### config.mk
export PLATFORM = sky130hd
export DESIGN_NAME = instr_loader
export DESIGN_NICKNAME = d
export VERILOG_FILES = /design/src/rtl/instr_loader.sv
export SDC_FILE = /design/constraint.sdc
export NUM_CORES = 1
export LEC_CHECK = 0
export ABC_AREA = 1
export CAP_MARGIN = 20
export CORE_MARGIN = 1.5
export CORE_UTILIZATION = 50
export CTS_CLUSTER_DIAMETER = 80
export DETAILED_ROUTE_END_ITERATION = 6
export PLACE_DENSITY = 0.78
export SYNTH_ARGS = -nofsm -noshare
export SYNTH_HDL_FRONTEND = slang
export SYNTH_SLANG_ARGS = --single-unit
### constraint.sdc
create_clock -name clk -period 3.73 [get_ports clk]
set_clock_uncertainty 0.2 [all_clocks]
set_input_delay 0.746 -clock clk [delete_from_list [all_inputs] [get_ports clk]]
set_output_delay 0.746 -clock clk [all_outputs]
set_load 0.05 [all_outputs]
### src/rtl/instr_loader.sv
// instr_loader: fills instruction memory from a length-prefixed little-endian
// byte stream and holds the CPU in reset until the whole program is written.
// Stream format: len[7:0], len[15:8], then 4*len bytes (one word per 4 bytes).
// Handshake: a byte moves on a rising edge where byte_valid && byte_ready;
// byte_ready is a registered decode of the state, and byte_valid is ignored
// whenever byte_ready is low.
module instr_loader #(
  parameter int ADDRESS_WIDTH = 32,
  parameter int DATA_WIDTH    = 32,
  parameter int MEM_DEPTH     = 256,
  parameter int BASE_ADDR     = 0
) (
  input  logic                     clk,
  input  logic                     rst,
  input  logic                     start,
  input  logic                     byte_valid,
  input  logic [7:0]               byte_in,
  output logic                     byte_ready,
  output logic                     mem_we,
  output logic [ADDRESS_WIDTH-1:0] mem_addr,
  output logic [DATA_WIDTH-1:0]    mem_wdata,
  output logic                     cpu_rst,
  output logic                     done,
  output logic                     error
);

  typedef enum logic [2:0] {
    S_IDLE   = 3'd0,
    S_LEN_LO = 3'd1,
    S_LEN_HI = 3'd2,
    S_DATA   = 3'd3,
    S_DONE   = 3'd4,
    S_ERR    = 3'd5
  } state_t;

  localparam logic [15:0]              LEN_MAX = 16'(MEM_DEPTH);
  localparam logic [ADDRESS_WIDTH-1:0] BASE    = ADDRESS_WIDTH'(BASE_ADDR);

  // state is the observable FSM state for checkers and debug
  state_t      state;
  state_t      state_next;

  logic [7:0]  len_lo;
  logic [15:0] len;
  logic [15:0] len_full;
  logic [15:0] word_idx;
  logic [1:0]  byte_idx;
  logic [23:0] word_buf;
  logic        xfer;
  logic        last_byte;
  logic        last_word;
  logic        start_take;

  logic        byte_ready_d;
  logic        mem_we_d;
  logic        cpu_rst_d;
  logic        done_d;
  logic        error_d;

  assign xfer       = byte_valid && byte_ready;
  assign len_full   = {byte_in, len_lo};
  assign last_byte  = (state == S_DATA) && xfer && (byte_idx == 2'd3);
  assign last_word  = (word_idx == (len - 16'd1));
  assign start_take = start && ((state == S_IDLE) || (state == S_DONE) || (state == S_ERR));

  // State register
  always_ff @(posedge clk) begin
    if (rst) state <= S_IDLE;
    else     state <= state_next;
  end

  // Next-state decode
  always_comb begin
    state_next = state;
    case (state)
      S_IDLE:   if (start) state_next = S_LEN_LO;
      S_LEN_LO: if (xfer) state_next = S_LEN_HI;
      S_LEN_HI: begin
        if (xfer) begin
          if (len_full == 16'd0)       state_next = S_DONE;
          else if (len_full > LEN_MAX) state_next = S_ERR;
          else                         state_next = S_DATA;
        end
      end
      S_DATA:   if (last_byte && last_word) state_next = S_DONE;
      S_DONE:   if (start) state_next = S_LEN_LO;
      S_ERR:    if (start) state_next = S_LEN_LO;
      default:  state_next = S_IDLE;
    endcase
  end

  // Output decode; cpu_rst follows the current state so it drops one cycle after done
  always_comb begin
    byte_ready_d = (state_next == S_LEN_LO) || (state_next == S_LEN_HI) ||
                   (state_next == S_DATA);
    mem_we_d     = last_byte;
    done_d       = (state_next == S_DONE);
    error_d      = (state_next == S_ERR);
    cpu_rst_d    = (state != S_DONE);
  end

  // Registered control outputs
  always_ff @(posedge clk) begin
    if (rst) begin
      byte_ready <= 1'b0;
      mem_we     <= 1'b0;
      cpu_rst    <= 1'b1;
      done       <= 1'b0;
      error      <= 1'b0;
    end else begin
      byte_ready <= byte_ready_d;
      mem_we     <= mem_we_d;
      cpu_rst    <= cpu_rst_d;
      done       <= done_d;
      error      <= error_d;
    end
  end

  // Length capture, word assembly and write address/data
  always_ff @(posedge clk) begin
    if (rst) begin
      len_lo    <= 8'd0;
      len       <= 16'd0;
      word_idx  <= 16'd0;
      byte_idx  <= 2'd0;
      word_buf  <= 24'd0;
      mem_addr  <= BASE;
      mem_wdata <= '0;
    end else if (start_take) begin
      len       <= 16'd0;
      word_idx  <= 16'd0;
      byte_idx  <= 2'd0;
    end else begin
      if ((state == S_LEN_LO) && xfer) len_lo <= byte_in;
      if ((state == S_LEN_HI) && xfer) len    <= len_full;
      if ((state == S_DATA) && xfer) begin
        byte_idx <= byte_idx + 2'd1;
        case (byte_idx)
          2'd0:    word_buf[7:0]   <= byte_in;
          2'd1:    word_buf[15:8]  <= byte_in;
          2'd2:    word_buf[23:16] <= byte_in;
          default: begin
            mem_wdata <= DATA_WIDTH'({byte_in, word_buf});
            mem_addr  <= BASE + ADDRESS_WIDTH'({word_idx, 2'b00});
            word_idx  <= word_idx + 16'd1;
          end
        endcase
      end
    end
  end

endmodule
# --- Yosys cells after proc, flatten, opt, wreduce, memory -nomap -nowiden ---
# Index checks and enable logic that the tools add are counted.
op_classes:
  add_sub_neg: 3
  order_cmp: 1
  eq_ne: 15
  muxes: 7
  bitwise_logic: 2
  reduce_logical: 23
ops:
  columns: ["cell", "n"]
  rows:
  - ["$mux W3", 6]
  - ["$add A16 B1 Y16 const B", 1]
  - ["$eq A16 B16 Y1", 1]
  - ["$gt A16 B9 Y1 const B", 1]
  - ["$logic_not A16 Y1", 1]
  - ["$sub A16 B1 Y16 const B", 1]
  - ["$eq A3 B2 Y1 const B", 4]
  - ["$eq A3 B3 Y1 const B", 4]
  - ["$pmux W3 S4", 1]
  - ["$reduce_and A3 Y1", 4]
  - ["$logic_and A1 B1 Y1", 7]
  - ["$eq A3 B1 Y1 const B", 2]
  - ["$reduce_or A3 Y1", 2]
  - ["$eq A2 B2 Y1 const B", 2]
  - ["$logic_or A1 B1 Y1", 4]
  - ["$reduce_and A2 Y1", 2]
  - ["$logic_not A3 Y1", 1]
  - ["$ne A3 B3 Y1 const B", 1]
  - ["$add A2 B1 Y2 const B", 1]
  - ["$eq A2 B1 Y1 const B", 1]
  - ["$logic_not A2 Y1", 1]
  - ["$not A1 Y1", 2]
  - ["$reduce_or A2 Y1", 1]
totals:
  ff_bits: 122
  elab_cells: 66

# --- Logic depth before layout (Yosys ltp) ---
depth:
  ltp_word: 9
  mapped_depth: 17
  mapped_depth_nobuf: 17

# --- Worst setup path after synthesis ---
# No wires, ideal clock.
synth_timing:
  path_kind: "input to register"
  startpoint: "input byte_valid"
  endpoint: "register state[0]"
  t_arrival_ns: 1.763
  slack_ns: 1.658
  cell_stages: 13
  n_path_buf: 0
  cell_sequence: "nand2_1 nor2_2 nand2_2 nor2_1 nand2_1 nor2_1 nand2_1 nor2_1 nand2_1 nand2_1 nand3_2 nand2_1 inv_1"
synth_between:
  elab_chain_cells: 6
synth_lines:
  columns: ["element", "line_no", "rtl"]
  rows:
  - ["from (decl)", "16", "input logic byte_valid,"]
  - ["$logic_and A1 B1 Y1 (*)", "60", "assign xfer = byte_valid && byte_ready;"]
  - ["$logic_and A1 B1 Y1 (2 in series)", "62", "assign last_byte = (state == S_DATA) && xfer && (byte_idx == 2'd3);"]
  - ["$logic_and A1 B1 Y1", "85", "S_DATA: if (last_byte && last_word) state_next = S_DONE;"]
  - ["$mux W3", "85", null]
  - ["$pmux W3 S4 (*)", "75", "case (state)"]
  - ["to (signal assigned)", "69", "else state <= state_next;"]
  - ["to (decl)", "40", "state_t state;"]
# Every way passes the cells marked *; elsewhere a longest branch is shown, timed or not.
# A chain may end at the register's enable or synchronous reset.

# --- Worst setup path in the final report ---
layout_timing:
  startpoint: "register mem_addr[2]"
  endpoint: "output mem_addr[2]"
layout_rtl:
  columns: ["element", "line_no", "rtl"]
  rows:
  - ["from (decl)", "20", "output logic [ADDRESS_WIDTH-1:0] mem_addr,"]
  - ["from (signal assigned)", "144", "mem_addr <= BASE + ADDRESS_WIDTH'({word_idx, 2'b00});"]
# No word-level cell between the ends.

==> impl_metrics.yaml <==
place:
  port_buffers: 64
  dp_cells: 893
  dp_hpwl_um: 8640
  placed_cell_area_um2: 5960
  place_congestion: 0.898
  place_ws_ns: 0.611
power:
  power_leakage_nw: 2.55
  powerDensity_nw_per_um2: 481
  peakVddDrop_mv: 0.343
sta:
  period_share_pct: 71.2
  slew_headroom_pct: 55.6
  rsz0062_at_grt: "false"
  worst_slew_pin_slew_ns: 0.666
  fmax_ghz: 0.377
  fin_tns_setup_ns: 0
  setup_viol: 0
  final-hold-violation-count: 0
  drv_slew: 0
  fin_crit_ns: 2.65
  fin_ws_ns: 1.08
floorplan:
  core-area_um2: 10300
  start_util_pct: 51.4
  die_w_um: 106
  dieArea_um2: 11200
  rows: 37
  io_pins: 81
  die_y_um: 106
synthesis:
  ys_ff_latch: 122
  synth_warnings: 0
  syn_inst: 719
  seq_area_frac_synth_pct: 46.2
  ys_types: 34
  avgSynthCellArea_um2: 7.35
  syn_area_um2: 5280
setup_path:
  worstPathRequired_ns: 2.78
  critical_path_class: "flop to output port"
  critPathMaxStageDelay_ns: 0.81
  path_cells: "clkdlybuf4s50_1"
  critical-path-top-delay-family: "buffers and inverters"
  start_kind: "flop"
  cp_slowest_cell: "clkdlybuf4s50_1"
  path_buf_inv: 1
  end_kind: "output port"
  crit_arrival_ns: 1.71
  cp_max_fo: 2
cells_and_area:
  final_common_cell: "nand2_1"
  layout-drive-gt1-share_pct: 6.84
  num-nets-final: 794
  final_cell_mix: "189 x nand2_1, 122 x dfxtp_1, 109 x a21oi_1, 63 x clkdlybuf4s50_1, 54 x inv_1"
  n_antenna_cell: 0
  instances_no_fill: 925
  area_delta_synth_final_pct: 24.1
  design_area_um2: 6560
drt:
  avgViaCountPerCell: 5.28
  vias: 4887
  wl_per_cell_um: 13.8
  drt-pass1-iter-count: 5
  drc: 0
  antenna_left: 0
  drtIter0Drc: 258
  wirelength_um: 12800
global_route:
  grt_pass1_vias: 4695
  antenna_found_initial: 0
  grt_pass1_wl_um: 21500
  overflow: 0
  grt_max_degree: 69
  grt_usage_pct: 24.2
clock_tree:
  clock_path_buffers: 2
  clkTransAtPathRegs_ns: 0.06
  cts_tree: "yes"
  numCtsBuffers: 17
  cts_resized: 0
  clkLatencyLatePin_ns: 0.53
  root_buffer: "clkbuf_8"
  postCtsSetupRepairBufs: 0
  cts.htree.levels: 4
  numClockSinks: 122
  ctsHoldBuffers: 0
flow_run:
  drv_cap: 0
outcome:
  status: "finished, final reports clean"
hold_path:
  hold_class: "flop to flop"
==> layout make-up <==
| cell class | instances | area (um2) |
|---|---|---|
| fill | 888 | 3720 |
| sequential | 122 | 2440 |
| multi-input combinational | 505 | 2420 |
| timing repair buffer | 74 | 711 |
| clock buffer | 19 | 442 |
| inverter | 56 | 210 |
| tap | 136 | 170 |
| clock inverter | 13 | 156 |
==> report_power, final <==
group          internal (mW)  switching (mW)  leakage [nW]
Clock                   1.00           0.643         0.288
Sequential              1.31         0.00844         0.983
Combinational         0.0472           0.133          1.27
Total                   2.37           0.784          2.55
==> sequential cells by signal, summed over array words and instances, names as in the netlist <==
signal      count
len            16
word_idx       16
mem_we          1
done            1
state           3
cpu_rst         1
byte_idx        2
mem_addr       16
mem_wdata      32
error           1
word_buf       24
byte_ready      1
len_lo          8
==> stage by stage <==
step | utilization [%] | power, mW | hold WS [ns]
2_1_floorplan | - | 1.49 | 0.194
3_3_place_gp | 58.0 | 1.53 | 0.227
3_5_place_dp | 58.0 | 1.53 | 0.216
4_1_cts | 63.8 | 3.16 | 0.236
5_1_grt | 63.8 | 3.25 | 0.258
6_report | 63.8 | 3.15 | 0.237
==> cell families after synthesis <==
family	Yosys count	share of synthesized area, %
adder cells (fa/ha/maj)	6	1.42
AO/OA/AOI/OAI	148	14.2
flip-flops	122	46.2
AND/OR/NAND/NOR	313	25.5
buffers and inverters	107	8.93
other	1	0.0710
XOR/XNOR	22	3.65
==> worst paths after layout <==
path / startpoint / end / slack, ns / cells past startpoint
setup / recovery: mem_addr[2]$_SDFFE_PP0P_ / mem_addr[2] / 1.08 / 1
hold / removal: state[2]$_SDFF_PP0_ / cpu_rst$_SDFF_PP1_ / 0.24 / 1
setup reg to reg: state[0]$_SDFF_PP0_ / mem_wdata[4]$_SDFFE_PP0P_ / 1.38 / 7
hold reg to reg: state[2]$_SDFF_PP0_ / cpu_rst$_SDFF_PP1_ / 0.24 / 1
==> Yosys cell counts, drive strengths merged <==
library cell  number  area share (%)
a211oi             1            0.14
a21oi            109              10
a22oi              1            0.14
buf               29             3.4
clkbuf            22             1.6
clkinv             1           0.071
conb               1           0.071
dfxtp            122              46
ha                 6             1.4
inv               55             3.9
nand2            190              14
nand3             45             4.5
nand3b             3            0.43
nand4              9             1.4
nor2              50             3.8
nor2b              1            0.12
nor3              10             1.0
nor3b              1            0.14
nor4               3            0.47
o21ai             36             3.4
o21bai             1            0.14
or2                1            0.12
xnor2              6             1.0
xor2              16             2.7
==> layer usage <==
| metal | global-route usage (%) | up-vias | wire length (um) |
|---|---|---|---|
| met5 | 0 | - | 0 |
| li1 | - | 2424 | - |
| met3 | 6.56 | 24 | 620 |
| met1 | 29.5 | 2293 | 5780 |
| met2 | 39.8 | 146 | 6130 |
| met4 | 11.2 | 0 | 272 |
Note: power is estimated with default switching activity, not from simulation.
